==> src/rtl/alu_result_stage.sv <==
`default_nettype none
// ============================================================================
// Module   : alu_result_stage
// Purpose  : Registered result stage after ALU_Integer: 2-entry skid FIFO to
//            writeback plus NZV status, sticky overflow and overflow counter.
// Revision : 1.0 - initial release
// ============================================================================
module alu_result_stage #(
    parameter int DATA_WIDTH = 8,
    parameter int REG_ADDR_W = 4,
    parameter int CNT_WIDTH  = 16
) (
    input  logic                  clk,
    input  logic                  rst,
    input  logic                  in_valid,
    output logic                  in_ready,
    input  logic [DATA_WIDTH-1:0] in_out,
    input  logic                  in_n,
    input  logic                  in_v,
    input  logic                  in_z,
    input  logic [REG_ADDR_W-1:0] in_rd,
    input  logic                  in_setflags,
    output logic                  out_valid,
    input  logic                  out_ready,
    output logic [DATA_WIDTH-1:0] out_data,
    output logic [REG_ADDR_W-1:0] out_rd,
    output logic [2:0]            flags_nzv,
    output logic                  sticky_v,
    input  logic                  clr_sticky,
    output logic [CNT_WIDTH-1:0]  sat_count
);

    localparam logic [1:0]           c_FULL    = 2'd2;
    localparam logic [CNT_WIDTH-1:0] c_CNT_ONE = {{(CNT_WIDTH-1){1'b0}}, 1'b1};
    localparam logic [CNT_WIDTH-1:0] c_CNT_MAX = {CNT_WIDTH{1'b1}};

    logic [DATA_WIDTH-1:0] r_mem_data [2];
    logic [REG_ADDR_W-1:0] r_mem_rd   [2];
    logic                  r_head;
    logic                  r_tail;
    logic [1:0]            r_count;
    logic [DATA_WIDTH-1:0] r_hold_data;
    logic [REG_ADDR_W-1:0] r_hold_rd;
    logic [2:0]            r_flags;
    logic                  r_sticky;
    logic [CNT_WIDTH-1:0]  r_sat;

    logic w_push;
    logic w_pop;

    // in_ready depends only on registered occupancy, never on out_ready.
    assign in_ready  = !rst && (r_count != c_FULL);
    assign out_valid = (r_count != 2'd0);
    assign w_push    = in_valid && in_ready;
    assign w_pop     = out_valid && out_ready;

    always_ff @(posedge clk) begin
        if (rst) begin
            for (int i = 0; i < 2; i++) begin
                r_mem_data[i] <= '0;
                r_mem_rd[i]   <= '0;
            end
            r_head      <= 1'b0;
            r_tail      <= 1'b0;
            r_count     <= 2'd0;
            r_hold_data <= '0;
            r_hold_rd   <= '0;
        end else begin
            if (w_push) begin
                r_mem_data[r_tail] <= in_out;
                r_mem_rd[r_tail]   <= in_rd;
                r_tail             <= ~r_tail;
            end
            // Remember the departing head so an empty FIFO keeps showing it.
            if (w_pop) begin
                r_head      <= ~r_head;
                r_hold_data <= r_mem_data[r_head];
                r_hold_rd   <= r_mem_rd[r_head];
            end
            case ({w_push, w_pop})
                2'b10:   r_count <= r_count + 2'd1;
                2'b01:   r_count <= r_count - 2'd1;
                default: r_count <= r_count;
            endcase
        end
    end

    always_ff @(posedge clk) begin
        if (rst) begin
            r_flags  <= 3'b000;
            r_sticky <= 1'b0;
            r_sat    <= '0;
        end else begin
            if (w_push && in_setflags) begin
                r_flags <= {in_n, in_z, in_v};
            end
            // A new overflow on the same edge beats the clear request.
            if (w_push && in_setflags && in_v) begin
                r_sticky <= 1'b1;
            end else if (clr_sticky) begin
                r_sticky <= 1'b0;
            end
            if (w_push && in_v && (r_sat != c_CNT_MAX)) begin
                r_sat <= r_sat + c_CNT_ONE;
            end
        end
    end

    assign out_data  = out_valid ? r_mem_data[r_head] : r_hold_data;
    assign out_rd    = out_valid ? r_mem_rd[r_head]   : r_hold_rd;
    assign flags_nzv = r_flags;
    assign sticky_v  = r_sticky;
    assign sat_count = r_sat;

endmodule
`default_nettype wire

==> config.mk <==
export PLATFORM = sky130hd
export DESIGN_NAME = alu_result_stage
export DESIGN_NICKNAME = d
export VERILOG_FILES = /design/src/rtl/alu_result_stage.sv
export SDC_FILE = /design/constraint.sdc
export NUM_CORES = 1
export LEC_CHECK = 0
export ABC_CLOCK_PERIOD_IN_PS = 2800
export CAP_MARGIN = 20
export CORE_MARGIN = 8
export CORE_UTILIZATION = 51
export DETAILED_ROUTE_END_ITERATION = 10
export PLACE_DENSITY = 0.8
export SLEW_MARGIN = 15
export SYNTH_ARGS = -nofsm -noshare
export SYNTH_HDL_FRONTEND = slang
export SYNTH_SLANG_ARGS = --single-unit
==> constraint.sdc <==
create_clock -name clk -period 2.8 [get_ports clk]
set_input_delay 0.84 -clock clk [delete_from_list [all_inputs] [get_ports clk]]
set_output_delay 0.84 -clock clk [all_outputs]
set_load 0.005 [all_outputs]
==> results.json, run 1 <==
{
  "die_x_um": 88.5,
  "r2r-start": "sat_count[2]",
  "coreArea_um2": 5070,
  "yosys_register_bits": 61,
  "cts_buffers": 9,
  "min_period_ns": 2.67,
  "die_h_um": 88.5,
  "startpoint": "r_count[0]",
  "r2r_setup_slack_ns": 0.74,
  "seqPwrFrac": 0.400,
  "outcome": "finished clean",
  "ys_seq_area_frac": 0.546,
  "drt_pass1_iterations": 4,
  "grt_usage": 0.158,
  "hold_viol_final": 0,
  "final-setup-viol-count": 0,
  "routedWlPerCell_um": 14.6,
  "powerDensity_nw_per_um2": 781,
  "regToRegEndpoint": "sat_count[15]",
  "final_cells": 399,
  "vias_per_cell": 5.27,
  "start_util": 0.528,
  "layout_common_cells": "53 x clkdlybuf4s50_1, 39 x nor2_1, 37 x dfxtp_1",
  "critical_path_class": "reg2out",
  "grt_max_degree": 32,
  "globalRouteOverflowTotal": 0,
  "swShare": 0.294,
  "drv_slew": 0,
  "grt_pass1_wl_um": 9320,
  "rsz0062_at_grt": "false",
  "diodes": 0,
  "layout.cells.most_common": "clkdlybuf4s50_1",
  "cts_root_buf": "clkbuf_8",
  "synth.distinct_cells": 35,
  "antenna_found_initial": 0,
  "avgSynthCellArea_um2": 10.1,
  "synthCells": 265,
  "die_area_um2": 7820,
  "cts_setup_buffers": 0,
  "grt_pass1_vias": 1963,
  "clk_pin_slew_ns": 0.06,
  "period_share": 0.953,
  "p_int_uw": 1960,
  "synth_area_um2": 2680,
  "p_leak_uw": 0.00135,
  "max_freq_mhz": 375,
  "cp.arrival_ns": 1.83,
  "skew_ns": 0.00771,
  "crit_fanout": 26,
  "fin_nets": 347,
  "drt_iter0_drc": 169,
  "synth_fp_nets": 288,
  "io_pins": 55,
  "vias": 2104,
  "cts.sinks": 61,
  "startpoint_type": "flop",
  "irDropWorstVdd_mv": 0.474,
  "portBuffers": 54,
  "netSwitchingPower_uw": 815,
  "fp-row-count": 26,
  "clkLatencyLatePin_ns": 0.34,
  "p_clk_frac": 0.267,
  "hold_path.class": "reg2reg",
  "worst_slew_margin_rel": 0.716,
  "worstPathRequired_ns": 1.96,
  "hold_depth": 2,
  "p_comb_frac": 0.332,
  "area_growth_pct": 32.6,
  "synth_warnings": 0,
  "dp.cells": 383,
  "cts_max_level": 3,
  "drtAntennaViolNets": 0,
  "routed_wl_um": 5820,
  "routabilityCongestion": 0.848,
  "end_kind": "output pin",
  "drc": 0,
  "worst-slew-pin-transition_ns": 0.422,
  "whs_ns": 0.453,
  "dpl.hpwl_um": 4140,
  "drv_cap": 0,
  "post_route_cells_drive_above_1_share": 0.0973,
  "cts_buffer_depth": 2,
  "critPathCapture": "out_data[6]",
  "r2r_cells": 5,
  "cts_tree": "yes"
}
[how the worst min path moves through the flow]
stage / to / from
finish: flags_nzv[2] / flags_nzv[2]
global route: flags_nzv[2] / flags_nzv[2]
CTS: flags_nzv[2] / flags_nzv[2]
detailed placement: flags_nzv[2] / flags_nzv[2]
global placement: flags_nzv[0] / flags_nzv[0]
floorplan: flags_nzv[0] / flags_nzv[0]
[stage by stage]
| stage | util | power (uW) | setup slack, ns | TNS (ns) | instance area (um^2) |
|---|---|---|---|---|---|
| detailed placement | 0.661 | 2040 | -0.137 | -0.605 | 3350 |
| global placement | 0.661 | 2030 | -0.0813 | -0.144 | 3350 |
| finish | 0.699 | 2770 | 0.131 | 0 | 3550 |
| CTS | 0.699 | 2800 | 0.00847 | 0 | 3550 |
| global route | 0.699 | 2930 | 0.0260 | 0 | 3550 |
| floorplan | - | 1610 | 0.410 | 0 | 2680 |
[layout make-up]
class	instances	area, um^2
fillers	408	1530
flip-flops and latches	61	1460
multi-input cells	182	1140
repair buffers	65	647
clock buffers	12	176
well taps	70	87.6
clock inverters	4	18.8
inverters	5	18.8
[metal layers]
layer  vias up  global-route usage  routed length [um]
li1       1076                   -                   -
met1       969               0.188                2560
met2        51               0.250                2780
met3         8              0.0362                 346
met4         0               0.106                 132
met5         -                   0                   0
[power groups by stage]
stage          clock (uW)  combinational [uW]  sequential (uW)
4_1_cts               759                 930             1110
5_1_grt               791                1010             1120
3_5_place_dp            0                 916             1130
2_1_floorplan           0                 492             1110
6_report              741                 922             1110
3_3_place_gp            0                 905             1120
[sequential cells by signal (all words and copies together) (netlist names), named ones only]
register     flops
flags_nzv        3
r_tail           1
r_hold_data      8
r_hold_rd        4
r_mem_data      16
r_mem_rd         8
sticky_v         1
sat_count       16
r_count          2
r_head           1
[critical path: stages, from the launching register on]
cell and delay, ns:
dfxtp_1 0.42, or2_4 0.32, nor2_1 0.07, a21oi_1 0.15, clkdlybuf4s50_1 0.53
[synth_stat cells]
cell | instances | area, um^2
or3_1 | 4 | 25.0
nand2b_1 | 4 | 25.0
nor4_1 | 2 | 12.5
or4_1 | 1 | 7.51
and4_1 | 1 | 8.76
or2_2 | 2 | 12.5
a311oi_1 | 2 | 17.5
xnor2_1 | 7 | 61.3
inv_1 | 5 | 18.8
nor2b_2 | 1 | 8.76
a21o_1 | 2 | 15.0
nand4_1 | 3 | 18.8
xor2_1 | 2 | 17.5
nand2_1 | 10 | 37.5
a41o_1 | 1 | 10.0
buf_2 | 1 | 5.00
buf_1 | 4 | 15.0
nand3_1 | 7 | 35.0
ha_1 | 2 | 25.0
nand4bb_4 | 1 | 27.5
o21ai_0 | 4 | 20.0
a211oi_1 | 14 | 105
and3_1 | 25 | 156
or4b_1 | 1 | 10.0
nor2_1 | 39 | 146
nor3_1 | 2 | 10.0
o31ai_1 | 1 | 7.51
dfxtp_1 | 37 | 741
a31o_2 | 1 | 8.76
and2_1 | 4 | 25.0
a21oi_1 | 22 | 110
edfxtp_1 | 24 | 721
clkbuf_1 | 12 | 45.0
mux2i_1 | 16 | 160
nor3b_1 | 1 | 7.51
[cells by family after synthesis]
kind of cell               count (synthesis)  synth area share
AOI/OAI and AO/OA                         47             0.110
adders and majority gates                  2           0.00934
DFF                                       61             0.546
muxes                                     16            0.0598
xor gates and xnor gates                   9            0.0294
and+or+nand+nor                          108             0.214
buffers and inverters                     22            0.0313
[timing repair]
action                                  in CTS  in global routing
endpoints found under the setup margin       1                 12
hold buffers                                 0                  0
gates resized for setup                      1                  1
No activity file was read; power rests on OpenSTA's default activity.
==> run 2, diff against run 1 <==
- CORE_ASPECT_RATIO: unset -> 0.7
==> results.json, run 2 (synthesis results as in run 1) <==
{
  "skew_ns": 0.00839,
  "die_area_um2": 7860,
  "drv_cap": 0,
  "layout_common_cells": "54 x clkdlybuf4s50_1, 39 x nor2_1, 37 x dfxtp_1",
  "final_cells": 404,
  "min_period_ns": 2.73,
  "cp_slowest_cell": "clkdlybuf4s50_1",
  "power_uw": 2950,
  "end_kind": "output pin",
  "drt_pass1_iterations": 4,
  "period_share": 0.974,
  "hold_path.class": "reg2reg",
  "p_clk_frac": 0.311,
  "n_fill_cell": 388,
  "p_int_uw": 2130,
  "cts.sinks": 61,
  "crit_family": "buffers and inverters",
  "rsz0062_at_grt": "false",
  "worst-slew-pin-transition_ns": 0.456,
  "dp.cells": 388,
  "clk_pin_slew_ns": 0.06,
  "swShare": 0.279,
  "routabilityCongestion": 0.787,
  "die_h_um": 76.6,
  "post_route_cells_drive_above_1_share": 0.102,
  "max_freq_mhz": 367,
  "hold_start": "flags_nzv[2]",
  "maxUsedRoutingLayer": "met4",
  "startpoint": "rst",
  "diodes": 0,
  "hold_viol_final": 0,
  "grt_usage": 0.161,
  "area_growth_pct": 34.2,
  "seqPwrFrac": 0.376,
  "p_leak_uw": 0.00136,
  "start_util": 0.520,
  "io_pins": 55,
  "r2r-start": "sat_count[2]",
  "layout.cells.most_common": "clkdlybuf4s50_1",
  "vias": 2133,
  "path_cells": "clkdlybuf4s50_1 -> nor2_1 -> clkdlybuf4s50_1",
  "drv_slew": 0,
  "p_comb_frac": 0.313,
  "routedWlPerCell_um": 14.9,
  "grt_pass1_vias": 1998,
  "antenna_found_initial": 0,
  "drt_iter0_drc": 135,
  "cts_root_buf": "clkbuf_8",
  "critical_path_class": "in2out",
  "crit_buf_inv": 2,
  "max_stage_delay_ns": 0.50,
  "crit_top_cell": "clkdlybuf4s50_1",
  "grt_pass1_wl_um": 9820,
  "cts_buffers": 9,
  "clkLatencyLatePin_ns": 0.34,
  "utilization": 0.698,
  "fin_nets": 350,
  "powerDensity_nw_per_um2": 821,
  "crit_fanout": 3,
  "fp-row-count": 22,
  "coreArea_um2": 5150,
  "cts_tree": "yes",
  "tns_ns": 0,
  "irDropWorstVdd_mv": 0.384,
  "outcome": "finished clean",
  "whs_ns": 0.454,
  "m1WireLength_um": 2740,
  "portBuffers": 54,
  "holdBufCountCts": 0,
  "cp.arrival_ns": 1.89,
  "drtAntennaViolNets": 0,
  "cts_buffer_depth": 2,
  "netSwitchingPower_uw": 823,
  "die_x_um": 103,
  "wl_met2_um": 2710,
  "routed_wl_um": 6020,
  "dpl.hpwl_um": 4290,
  "wl_met3_um": 511,
  "startpoint_type": "primary input",
  "final-setup-viol-count": 0,
  "vias_per_cell": 5.28,
  "worst_slew_margin_rel": 0.695,
  "worstPathRequired_ns": 1.96,
  "cts_max_level": 3,
  "grt_max_degree": 41,
  "globalRouteOverflowTotal": 0,
  "drc": 0
}
-- run 2: power groups by stage --
stage / combinational [uW] / sequential [uW] / clock, uW
after CTS: 937 / 1110 / 931
after global routing: 1020 / 1120 / 979
after detailed placement: 926 / 1130 / 0
final: 922 / 1110 / 918
after global placement: 915 / 1120 / 0
after floorplan: 492 / 1110 / 0
-- run 2: repair_timing --
item	CTS	global route
endpoints found under the setup margin	1	0
buffers inserted	0	0
resized for setup	1	0
-- run 2: area by class of cell --
| cell class | count | area, um^2 | area share |
|---|---|---|---|
| Clock buffer | 9 | 124 | 0.0345 |
| Clock inverter | 7 | 114 | 0.0317 |
| Inverter | 5 | 18.8 | 0.00522 |
| Multi-Input combinational cell | 182 | 1140 | 0.317 |
| Sequential cell | 61 | 1460 | 0.407 |
| Tap cell | 72 | 90.1 | 0.0251 |
| Timing Repair Buffer | 68 | 646 | 0.180 |
-- run 2: worst paths after layout --
path | to | slack, ns | cells after the start
worst max-delay path | in_ready | 0.07 | 3
worst min-delay path | flags_nzv[2] | 0.45 | 2
worst max register to register | sat_count[15] | 0.73 | 5
worst min register to register | flags_nzv[2] | 0.45 | 2
-- run 2: worst reg2reg max path, stage by stage (launching register included) --
cell	delay, ns
dfxtp_1	0.40
and4_1	0.25
nand2_1	0.12
or4b_1	0.66
or4_1	0.44
a21oi_1	0.14
-- run 2: layer usage --
metal / track usage / vias up
li1: - / 1078
met1: 0.207 / 996
met2: 0.236 / 53
met3: 0.0712 / 6
met4: 0.0438 / 0
met5: 0 / -
-- run 2: metrics by stage --
| step | worst slack (ns) | area [um^2] |
|---|---|---|
| 5_1_grt | 0.0116 | 3590 |
| 3_3_place_gp | 0.0221 | 3350 |
| 4_1_cts | 0.0638 | 3590 |
| 6_report | 0.0722 | 3590 |
| 3_5_place_dp | -0.0130 | 3350 |
| 2_1_floorplan | 0.410 | 2680 |
==> run 3, diff against run 2 <==
- PLACE_DENSITY: 0.8 -> unset
- PLACE_DENSITY_LB_ADDON: unset -> 0.25
==> results.json, run 3 (synthesis results as in run 1) <==
{
  "die_h_um": 76.6,
  "max_freq_mhz": 364,
  "power_uw": 2750,
  "fin_nets": 347,
  "crit_buf_inv": 2,
  "grt_usage": 0.157,
  "min_period_ns": 2.75,
  "drtAntennaViolNets": 0,
  "cts_setup_buffers": 0,
  "die_area_um2": 7860,
  "routabilityCongestion": 0.789,
  "globalRouteOverflowTotal": 0,
  "regToRegEndpoint": "sat_count[15]",
  "worst-slew-pin-transition_ns": 0.469,
  "post_route_cells_drive_above_1_share": 0.0915,
  "layout.cells.most_common": "clkdlybuf4s50_1",
  "antenna_found_initial": 0,
  "crit_top_cell": "clkdlybuf4s50_1",
  "clkLatencyLatePin_ns": 0.34,
  "cts_buffers": 9,
  "grt_pass1_vias": 1956,
  "routed_wl_um": 5970,
  "cts_max_level": 3,
  "end_kind": "output pin",
  "worst_slew_margin_rel": 0.687,
  "hold_depth": 2,
  "r2r-start": "sat_count[2]",
  "fp-row-count": 22,
  "hold_start": "flags_nzv[1]",
  "clk_pin_slew_ns": 0.06,
  "cts_tree": "yes",
  "drt_iter0_drc": 113,
  "outcome": "finished clean",
  "irDropWorstVdd_mv": 0.384,
  "vias": 2132,
  "grt_pass1_wl_um": 9430,
  "final-setup-viol-count": 0,
  "drv_cap": 0,
  "powerDensity_nw_per_um2": 778,
  "drc": 0,
  "routedWlPerCell_um": 14.9,
  "die_x_um": 103,
  "hold_viol_final": 0,
  "cp_slowest_cell": "clkdlybuf4s50_1",
  "area_growth_pct": 32.1,
  "hold_path.class": "reg2reg",
  "cp.arrival_ns": 1.91,
  "vias_per_cell": 5.33,
  "r2r_setup_slack_ns": 0.70,
  "period_share": 0.981,
  "portBuffers": 54,
  "io_pins": 55,
  "min_to": "flags_nzv[1]",
  "layout_common_cells": "54 x clkdlybuf4s50_1, 39 x nor2_1, 37 x dfxtp_1",
  "path_cells": "clkdlybuf4s50_1 -> nor2_1 -> clkdlybuf4s50_1",
  "r2r_cells": 5,
  "max_stage_delay_ns": 0.50,
  "crit_family": "buffers and inverters",
  "diodes": 0,
  "p_leak_uw": 0.00133,
  "worstPathRequired_ns": 1.96,
  "cts.sinks": 61,
  "cts_buffer_depth": 2,
  "coreArea_um2": 5150,
  "skew_ns": 0.0102,
  "grt_max_degree": 41,
  "tns_ns": 0,
  "start_util": 0.520,
  "startpoint_type": "primary input",
  "crit_fanout": 3,
  "drt_pass1_iterations": 4,
  "drv_slew": 0,
  "rsz0062_at_grt": "false",
  "critical_path_class": "in2out",
  "cts_root_buf": "clkbuf_8",
  "dpl.hpwl_um": 4140
}
[run 3: worst max path at each step]
stage,startpoint,to,slack (ns),depth (start not counted)
3_5_place_dp,in_v,sat_count[15],-0.06,5
4_1_cts,rst,in_ready,0.05,3
5_1_grt,flop,out_rd[2],0.005,4
2_1_floorplan,rst,r_count[1],0.41,6
3_3_place_gp,in_v,sat_count[15],-0.02,5
6_report,rst,in_ready,0.05,3
[run 3: metal layers]
metal  global-route usage  up-vias  wire length [um]
met5                    0        -                 0
met4               0.0613        0                72
met3               0.0620        6               340
li1                     -     1074                 -
met1                0.209      999              2930
met2                0.220       53              2630
[run 3: per-stage QoR]
step	utilization	instance area, um^2	hold slack (ns)	instances	setup WS (ns)
floorplan	-	2680	0.453	265	0.410
global placement	0.652	3360	0.456	385	-0.0171
detailed placement	0.652	3360	0.453	385	-0.0552
CTS	0.687	3540	0.472	400	0.0528
global route	0.687	3540	0.496	400	0.00505
finish	0.687	3540	0.470	400	0.0529
[run 3: layout make-up]
cell class | instances | area, um^2
clock buffer | 14 | 173
clock inverter | 1 | 6.26
fill | 408 | 1610
inverter | 5 | 18.8
multi-input combinational | 182 | 1140
sequential | 61 | 1460
tap | 72 | 90.1
timing repair buffer | 65 | 648
[run 3: report_power, final]
group          internal, uW  switching, uW
clock                   390            319
combinational           497            437
sequential             1050           63.2
total                  1930            819
[run 3: timing repair]
| item | CTS | global route |
|---|---|---|
| hold buffers | 0 | 0 |
| endpoints found under the setup margin | 2 | 0 |
| resized for setup | 1 | 0 |
[run 3: tightest hold or removal path, cell delays in order (launching register included)]
cell     delay [ns]
dfxtp_1        0.32
nand2_1        0.06
a21oi_1        0.05
